[config.mk]
export PLATFORM = sky130hd
export DESIGN_NAME = mem_bus_responder_flat
export DESIGN_NICKNAME = d
export VERILOG_FILES = /design/src/rtl/mem_bus_pkg.sv /design/src/rtl/mem_bus_responder_if.sv /design/src/rtl/bus_timer.sv /design/src/rtl/mem_bus_responder.sv /design/src/flat_wrapper.sv
export SDC_FILE = /design/constraint.sdc
export NUM_CORES = 2
export LEC_CHECK = 0
export CELL_PAD_IN_SITES_DETAIL_PLACEMENT = 1
export CELL_PAD_IN_SITES_GLOBAL_PLACEMENT = 2
export CORE_ASPECT_RATIO = 1.75
export CORE_MARGIN = 2
export CORE_UTILIZATION = 50
export DETAILED_ROUTE_END_ITERATION = 7
export MAX_ROUTING_LAYER = met4
export PLACE_DENSITY = 0.9
export RECOVER_POWER = 50
export SETUP_SLACK_MARGIN = 0.4
export SLEW_MARGIN = 40
export SYNTH_ARGS = -nofsm -noshare
export SYNTH_HDL_FRONTEND = slang
export SYNTH_SLANG_ARGS = --single-unit
[constraint.sdc]
create_clock -name clk -period 4.55 [get_ports clk]
set_input_delay 1.1375 -clock clk [delete_from_list [all_inputs] [get_ports clk]]
set_output_delay 1.1375 -clock clk [all_outputs]
set_load 0.05 [all_outputs]
[src/rtl/mem_bus_pkg.sv]
// Shared constants for the memory-side bus responder: region codes, timer state, ctrl/status bits.
package mem_bus_pkg;

    localparam int unsigned REGION_W = 4;
    localparam int unsigned SW_W     = 10;
    localparam int unsigned LED_W    = 10;

    localparam logic [REGION_W-1:0] REG_RAM   = 4'h0;
    localparam logic [REGION_W-1:0] REG_LEDR  = 4'h1;
    localparam logic [REGION_W-1:0] REG_SW    = 4'h3;
    localparam logic [REGION_W-1:0] REG_TIMER = 4'h4;

    typedef enum logic [1:0] {
        T_IDLE    = 2'd0,
        T_RUN     = 2'd1,
        T_EXPIRED = 2'd2
    } timer_state_e;

    localparam int unsigned CTRL_START   = 0;
    localparam int unsigned CTRL_CLEAR   = 1;
    localparam int unsigned STAT_RUNNING = 0;
    localparam int unsigned STAT_EXPIRED = 1;

endpackage

[src/rtl/mem_bus_responder_if.sv]
// Processor address/data bus: the core drives addr/dout/w, the responder returns din.
interface mem_bus_responder_if
    import mem_bus_pkg::*;
#(
    parameter int unsigned ADDR_W = 16,
    parameter int unsigned DATA_W = 16
);
    logic [ADDR_W-1:0] addr;
    logic [DATA_W-1:0] dout;
    logic              w;
    logic [DATA_W-1:0] din;

    modport master (output addr, output dout, output w, input din);
    modport slave  (input addr, input dout, input w, output din);
endinterface

[src/rtl/bus_timer.sv]
// Memory-mapped interval timer: prescaler, down-counter with reload, IDLE/RUN/EXPIRED FSM.
// Only instantiated when MEM_BUS_TIMER_EN is defined.
module bus_timer
    import mem_bus_pkg::*;
#(
    parameter int unsigned DATA_W   = 16,
    parameter int unsigned PRESCALE = 50000
) (
    input  logic              clk,
    input  logic              reset,
    input  logic              ctrl_we_i,
    input  logic              cnt_we_i,
    input  logic [DATA_W-1:0] wdata_i,
    output logic              running_o,
    output logic              expired_o,
    output logic [DATA_W-1:0] count_o
);
    localparam int unsigned PS_W = (PRESCALE > 1) ? $clog2(PRESCALE) : 1;
    localparam logic [PS_W-1:0] PS_LAST = PS_W'(PRESCALE - 1);

    timer_state_e      state_q;
    logic [PS_W-1:0]   ps_q;
    logic [DATA_W-1:0] count_q;
    logic [DATA_W-1:0] reload_q;
    logic              running_q;
    logic              expired_q;

    // Ctrl writes take priority over a coincident tick; clear beats start.
    always_ff @(posedge clk) begin
        if (reset) begin
            state_q   <= T_IDLE;
            ps_q      <= '0;
            count_q   <= '0;
            reload_q  <= '0;
            running_q <= 1'b0;
            expired_q <= 1'b0;
        end else begin
            if (cnt_we_i) begin
                reload_q <= wdata_i;
            end
            if (ctrl_we_i && wdata_i[CTRL_CLEAR]) begin
                state_q   <= T_IDLE;
                running_q <= 1'b0;
                expired_q <= 1'b0;
            end else if (ctrl_we_i && wdata_i[CTRL_START]) begin
                state_q   <= T_RUN;
                count_q   <= reload_q;
                ps_q      <= '0;
                running_q <= 1'b1;
                expired_q <= 1'b0;
            end else if (state_q == T_RUN) begin
                if (ps_q == PS_LAST) begin
                    ps_q <= '0;
                    if (count_q == '0) begin
                        state_q   <= T_EXPIRED;
                        running_q <= 1'b0;
                        expired_q <= 1'b1;
                    end else begin
                        count_q <= count_q - DATA_W'(1);
                    end
                end else begin
                    ps_q <= ps_q + PS_W'(1);
                end
            end
        end
    end

    assign running_o = running_q;
    assign expired_o = expired_q;
    assign count_o   = count_q;

endmodule

[src/rtl/mem_bus_responder.sv]
// Memory-side bus responder: RAM, LEDR, synchronized switches and (with MEM_BUS_TIMER_EN) an
// interval timer, with a fixed one-cycle registered read path and zero wait states.
module mem_bus_responder
    import mem_bus_pkg::*;
#(
    parameter int unsigned RAM_AW         = 8,
    parameter int unsigned DATA_W         = 16,
    parameter int unsigned ADDR_W         = 16,
    parameter int unsigned TIMER_PRESCALE = 50000
) (
    input  logic                clk,
    input  logic                reset,
    mem_bus_responder_if.slave  bus,
    input  logic [SW_W-1:0]     sw_i,
    output logic [LED_W-1:0]    ledr_o
);
    localparam int unsigned RAM_DEPTH = 2 ** RAM_AW;

    logic [REGION_W-1:0] region_c;
    logic [RAM_AW-1:0]   ram_addr_c;
    logic                ram_we_c;
    logic                led_we_c;
    logic [DATA_W-1:0]   timer_rd_c;
    logic                unused_addr_c;

    logic [DATA_W-1:0]   mem_q [RAM_DEPTH];
    logic [LED_W-1:0]    ledr_q;
    logic [SW_W-1:0]     sw_meta_q;
    logic [SW_W-1:0]     sw_sync_q;
    logic [DATA_W-1:0]   din_q;
    logic [DATA_W-1:0]   din_d;

    assign region_c      = bus.addr[ADDR_W-1 -: REGION_W];
    assign ram_addr_c    = bus.addr[RAM_AW-1:0];
    assign ram_we_c      = bus.w && (region_c == REG_RAM);
    assign led_we_c      = bus.w && (region_c == REG_LEDR);
    // Address bits between the RAM index and the region field alias within a region.
    assign unused_addr_c = ^bus.addr[ADDR_W-REGION_W-1:RAM_AW];

`ifdef MEM_BUS_TIMER_EN
    logic              timer_ctrl_we_c;
    logic              timer_cnt_we_c;
    logic              timer_running;
    logic              timer_expired;
    logic [DATA_W-1:0] timer_count;

    assign timer_ctrl_we_c = bus.w && (region_c == REG_TIMER) && !bus.addr[0];
    assign timer_cnt_we_c  = bus.w && (region_c == REG_TIMER) &&  bus.addr[0];

    bus_timer #(
        .DATA_W   (DATA_W),
        .PRESCALE (TIMER_PRESCALE)
    ) u_timer (
        .clk       (clk),
        .reset     (reset),
        .ctrl_we_i (timer_ctrl_we_c),
        .cnt_we_i  (timer_cnt_we_c),
        .wdata_i   (bus.dout),
        .running_o (timer_running),
        .expired_o (timer_expired),
        .count_o   (timer_count)
    );

    always_comb begin
        timer_rd_c = '0;
        if (bus.addr[0]) begin
            timer_rd_c = timer_count;
        end else begin
            timer_rd_c[STAT_RUNNING] = timer_running;
            timer_rd_c[STAT_EXPIRED] = timer_expired;
        end
    end
`else
    localparam int unsigned unused_prescale = TIMER_PRESCALE;
    assign timer_rd_c = '0;
`endif

    // RAM has no reset; reads below see the pre-write contents (read-first).
    always_ff @(posedge clk) begin
        if (ram_we_c) begin
            mem_q[ram_addr_c] <= bus.dout;
        end
    end

    always_comb begin
        din_d = '0;
        case (region_c)
            REG_RAM:   din_d = mem_q[ram_addr_c];
            REG_LEDR:  din_d = DATA_W'(ledr_q);
            REG_SW:    din_d = DATA_W'(sw_sync_q);
            REG_TIMER: din_d = timer_rd_c;
            default:   din_d = '0;
        endcase
    end

    always_ff @(posedge clk) begin
        if (reset) begin
            ledr_q    <= '0;
            sw_meta_q <= '0;
            sw_sync_q <= '0;
            din_q     <= '0;
        end else begin
            if (led_we_c) begin
                ledr_q <= bus.dout[LED_W-1:0];
            end
            sw_meta_q <= sw_i;
            sw_sync_q <= sw_meta_q;
            din_q     <= din_d;
        end
    end

    assign bus.din = din_q;
    assign ledr_o  = ledr_q;

endmodule

[src/flat_wrapper.sv]
// flat-port wrapper written by rule: the top's interface ports become plain ports
module mem_bus_responder_flat import mem_bus_pkg::*;
#(
    parameter int unsigned RAM_AW         = 8,
    parameter int unsigned DATA_W         = 16,
    parameter int unsigned ADDR_W         = 16,
    parameter int unsigned TIMER_PRESCALE = 50000
)
  (clk, reset, sw_i, ledr_o, bus_addr, bus_dout, bus_w, bus_din);
  mem_bus_responder_if #(.ADDR_W(ADDR_W), .DATA_W(DATA_W)) bus_i ();
  input  logic clk;
  input  logic reset;
  input  logic [SW_W-1:0] sw_i;
  output logic [LED_W-1:0] ledr_o;
  input wire logic [$bits(bus_i.addr)-1:0] bus_addr;
  input wire logic [$bits(bus_i.dout)-1:0] bus_dout;
  input wire logic [$bits(bus_i.w)-1:0] bus_w;
  output wire logic [$bits(bus_i.din)-1:0] bus_din;
  assign bus_i.addr = bus_addr;
  assign bus_i.dout = bus_dout;
  assign bus_i.w = bus_w;
  assign bus_din = bus_i.din;
  mem_bus_responder #(.RAM_AW(RAM_AW), .DATA_W(DATA_W), .ADDR_W(ADDR_W), .TIMER_PRESCALE(TIMER_PRESCALE)) u_core (.clk(clk), .reset(reset), .bus(bus_i), .sw_i(sw_i), .ledr_o(ledr_o));
endmodule
# Yosys cells after proc, flatten, opt, wreduce, memory -nomap -nowiden
# Memories as Yosys holds them, arrays and structs flattened.
# Index checks and enable logic that the tools add are counted.
[word_totals]
input_bits = 45
memories = 1
register_bits = 46
mem_bits_rw = 4096
[classes]
muxes = 3
eq_ne = 2
n_reduce_logical = 3
[memory_table]
columns = ["memory", "depth", "width", "rd", "rd_ports_with_merged_regs", "write_ports", "line", "source"]
rows = [
  ["u_core.mem_q", 256, 16, 1, 0, 1, "mem_bus_responder.sv:26", "logic [DATA_W-1:0] mem_q [RAM_DEPTH];"],
]
[op_table]
columns = ["op", "n"]
rows = [
  ["case mux 16 bit (3 select lines)", 1],
  ["equality test 4 x 1 -> 1 bit (second input constant)", 1],
  ["equality test 4 x 2 -> 1 bit (second input constant)", 1],
  ["zero test 4 bit", 1],
  ["logical AND 1 bit", 2],
  ["2-to-1 mux 1 bit", 2],
]

# Logic depth before layout (Yosys ltp)
[logic_depth]
depth_word = 4
depth_mapped = 12
mapped_depth_nobuf = 7

# Worst setup path after synthesis
# Ideal clock, no wire load.
[synth_path]
kind = "input port to flip-flop"
start = "input port bus_addr[1]"
end = "memory u_core.mem_q[112][0] (enable)"
t_arrival_ps = 3559
stages = 10
n_path_buf = 7
setup_time_ps = 389
path_slack_ps = 602
cell_sequence = "buf_6 -> buf_6 -> buf_4 -> buf_4 -> buf_2 -> buf_2 -> nor3_1 -> nand2_1 -> buf_2 -> nor2_1"
[synth_lines]
columns = ["item", "line", "source"]
rows = [
  ["start: declaration", "flat_wrapper.sv:15", "input wire logic [$bits(bus_i.addr)-1:0] bus_addr;"],
  ["end: declaration", "mem_bus_responder.sv:26", ""],
]
# Straight into the memory's write port.

# Final worst setup path
[layout_path]
start = "input port bus_dout[15]"
end = "memory u_core.mem_q[187][15], data pin"
[layout_lines]
columns = ["item", "line", "source"]
rows = [
  ["start: declaration", "flat_wrapper.sv:16", "input wire logic [$bits(bus_i.dout)-1:0] bus_dout;"],
]
# Straight into the memory's write port.

==> metrics.cfg <==
[status]
status=finished with violations
violations=max-capacitance violations, max-slew violations

[timing]
slew_viol_final=1869
post-route-period-util=0.952
relSlewSlack=-1.62
worstMarginPinSlew_ns=3.93
fin_ws_ns=0.220
grt_setup_unrepaired=false
fin_crit_ns=4.33
hold_viol=0
setup_tns_ns=0
fmaxAchievable_mhz=231
setup_violations=0
fin_skew_ns=0.0619

[power]
p_clk_frac=0.404
power_density_nw_per_um2=425
switching_power_uw=17200
leakage_uw=0.0584
pwr-share-comb=0.055
p_seq_frac=0.541
sw_frac_of_total=0.222
ir_drop_uv=312
intPower_uw=60300

[global_routing]
grt_max_degree=140
use_met1=0.378
use_met2=0.557
grt_pass1_vias=91700
grt.total_usage=0.351
grt_most_used_layer=met2
grt_pass1_wl_mm=757
grt_overflow=0
antenna_found_initial=50
grt_use_met3=0.0704

[synth]
ys_seq_area_frac=0.780
yosysWarnings=0
ys_seq_elements=4142
synth_edf_count=4096
ys.flop_type=edfxtp_1
synth.distinct_cells=68
netlist.area_leader.share=0.774
synth_area_leaders=edfxtp_1, mux4_2, mux2i_1
syn_avg_cell_area_um2=21.1
async_flop_share=0
syn-instance-count=7516
syn_area_um2=159000
yosysTopAreaCell=edfxtp_1
synth_nets=7561

[hold_path]
hold_path_class=flop to flop
min-delay-start=u_core.sw_meta_q[8]

[worst_setup_path]
critPathMaxFanout=81
startpoint=bus_dout[15]
worstPathCellList=clkbuf_1, clkbuf_2, buf_12
cp-start-kind=input pin
arrival_ns=5.04
cp-end-kind=flop
r2r_start=u_core.mem_q[215][10]
required_ns=5.26
path_class=input pin to flop
cpPeakStageDelay_ns=1.71
slowest_stage=clkbuf_2
crit_family=buffers and inverters
cp.buffers_inverters=3

[place]
dp_hpwl_mm=341
placed_area_um2=171000
gp_congestion=0.988
io_buffers=66
dpl_worst_slack_ns=0.00434

[die]
fp.dieArea_um2=322000
core_area_um2=316000
die_height_um=750
ios=71
row_count=273
die_x_um=430
start_util=0.503

[routing]
drtAntennaViolNets=0
routedWlPerCell_um=42.9
dr_total_vias=89400
routed_wl_mm=550
viasPerCell=6.98
dr.pass1.iters=6
first_iter_violations=13800
remaining_drc_errors=0

[cts]
cts_setup_buffers=0
clock-sinks=4142
numCtsBuffers=347
clk_latency_ns=0.95
clkTransAtPathRegs_ns=0.07
clock-root-buffer=clkbuf_16
post_cts_resized=0
cts.htree.levels=5
cts_tree=yes
cts_hold_buf=0
cts_buffer_depth=4

[finish]
n_fill_cell=26600
drive_gt1_frac=0.264
finalInstanceArea_um2=182000
final_util=0.577
nNetsFinal=8430
area_growth_pct=14.8

[flow_run]
maxCapViolations=26

-- cell families (layout without fill, tap and decap cells) --
group           Yosys count  count (layout)  share of synthesized area
flops                  4142            4142                      0.780
mux                    1281            1281                      0.145
simple gates            823             823                     0.0238
compound gates          821             821                     0.0361
buf+inv                 449            1587                     0.0155
other cells               0              41                          0
-- through the flow --
stage | hold WS (ns) | cells | total power [µW]
after floorplan | 0.414 | 7516 | 44500
after global placement | 0.433 | 12200 | 46600
after detailed placement | 0.440 | 12200 | 46800
after CTS | 0.462 | 12800 | 77300
after global routing | 0.476 | 12800 | 78500
final | 0.452 | 12800 | 77500
-- flip-flops by register name, summed over array words and instances, names as in the netlist --
signal / count
u_core.sw_sync_q: 10
u_core.mem_q: 4096
u_core.bus.din: 16
u_core.ledr_o: 10
u_core.sw_meta_q: 10
-- power by group through the flow --
stage	logic, µW	registers [µW]	clock network (µW)
CTS	4110	41900	31300
detailed placement	4030	42700	0
finish	4230	41900	31300
global route	4250	41900	32300
floorplan	1780	42800	0
global placement	3840	42700	0
-- layout make-up --
class | instances | area (µm²) | share of cell area
clock inverters | 199 | 2320 | 0.0127
multi-input cells | 2925 | 32700 | 0.179
inverters | 2 | 10.0 | 0.0000549
well taps | 4125 | 5160 | 0.0283
flip-flops and latches | 4142 | 124000 | 0.679
clock buffers | 419 | 9120 | 0.0500
diodes | 41 | 103 | 0.000562
repair buffers | 967 | 9120 | 0.0500
-- path summary, 6_finish.rpt --
check        cells past startpoint               endpoint  slack (ns)
min reg2reg                      1    u_core.sw_sync_q[8]        0.45
min                              1    u_core.sw_sync_q[8]        0.45
max                              3  u_core.mem_q[187][15]        0.22
max reg2reg                      8     u_core.bus.din[10]        1.48
-- routing by layer --
metal / share of wire / up-vias
li1: - / 33200
met3: 0.097 / 2081
met4: 0.11 / 0
met1: 0.30 / 46500
met2: 0.49 / 7605
met5: 0 / -
-- layout by cell type, fill, tap and decap left out, types with 32 or more instances in the layout --
cell type        instances
clkinv_2                51
clkbuf_16              355
a22oi_1                260
nor2_1                 304
o21ai_0                 94
buf_4                  720
clkdlybuf4s50_1         40
bufinv_16               45
a21oi_1                127
nand3_1                 62
a221oi_1                57
a31oi_1                 38
buf_12                 144
diode_2                 41
mux4_2                 807
dfxtp_1                 46
nor3_1                  32
clkbuf_1                92
nand4_1                 44
edfxtp_1              4096
o22ai_1                 54
mux2i_1                444
nand2_1                200
clkinv_1                55
-- worst register-to-register path: cells and delay by family (launching register included) --
family                 cells  cell delay [ns]
and+or+nand+nor            3             1.02
AOI/OAI and AO/OA          3             0.83
muxes                      1             0.49
DFF                        1             0.40
buffers and inverters      1             0.19
-- cells in the mapped netlist, types with 30 or more instances --
master / n
edfxtp_1: 4096
mux4_2: 807
mux2i_1: 445
nor2_1: 327
a22oi_1: 262
nand2_1: 200
clkbuf_1: 152
buf_2: 145
a21oi_1: 127
buf_4: 94
o21ai_0: 94
nand3_1: 62
a221oi_1: 57
o22ai_1: 54
dfxtp_1: 46
nand4_1: 44
a31oi_1: 41
nor3_1: 37
nor2b_1: 35
a22o_1: 30
nor4_1: 30
No activity file was read; power rests on OpenSTA's default activity.
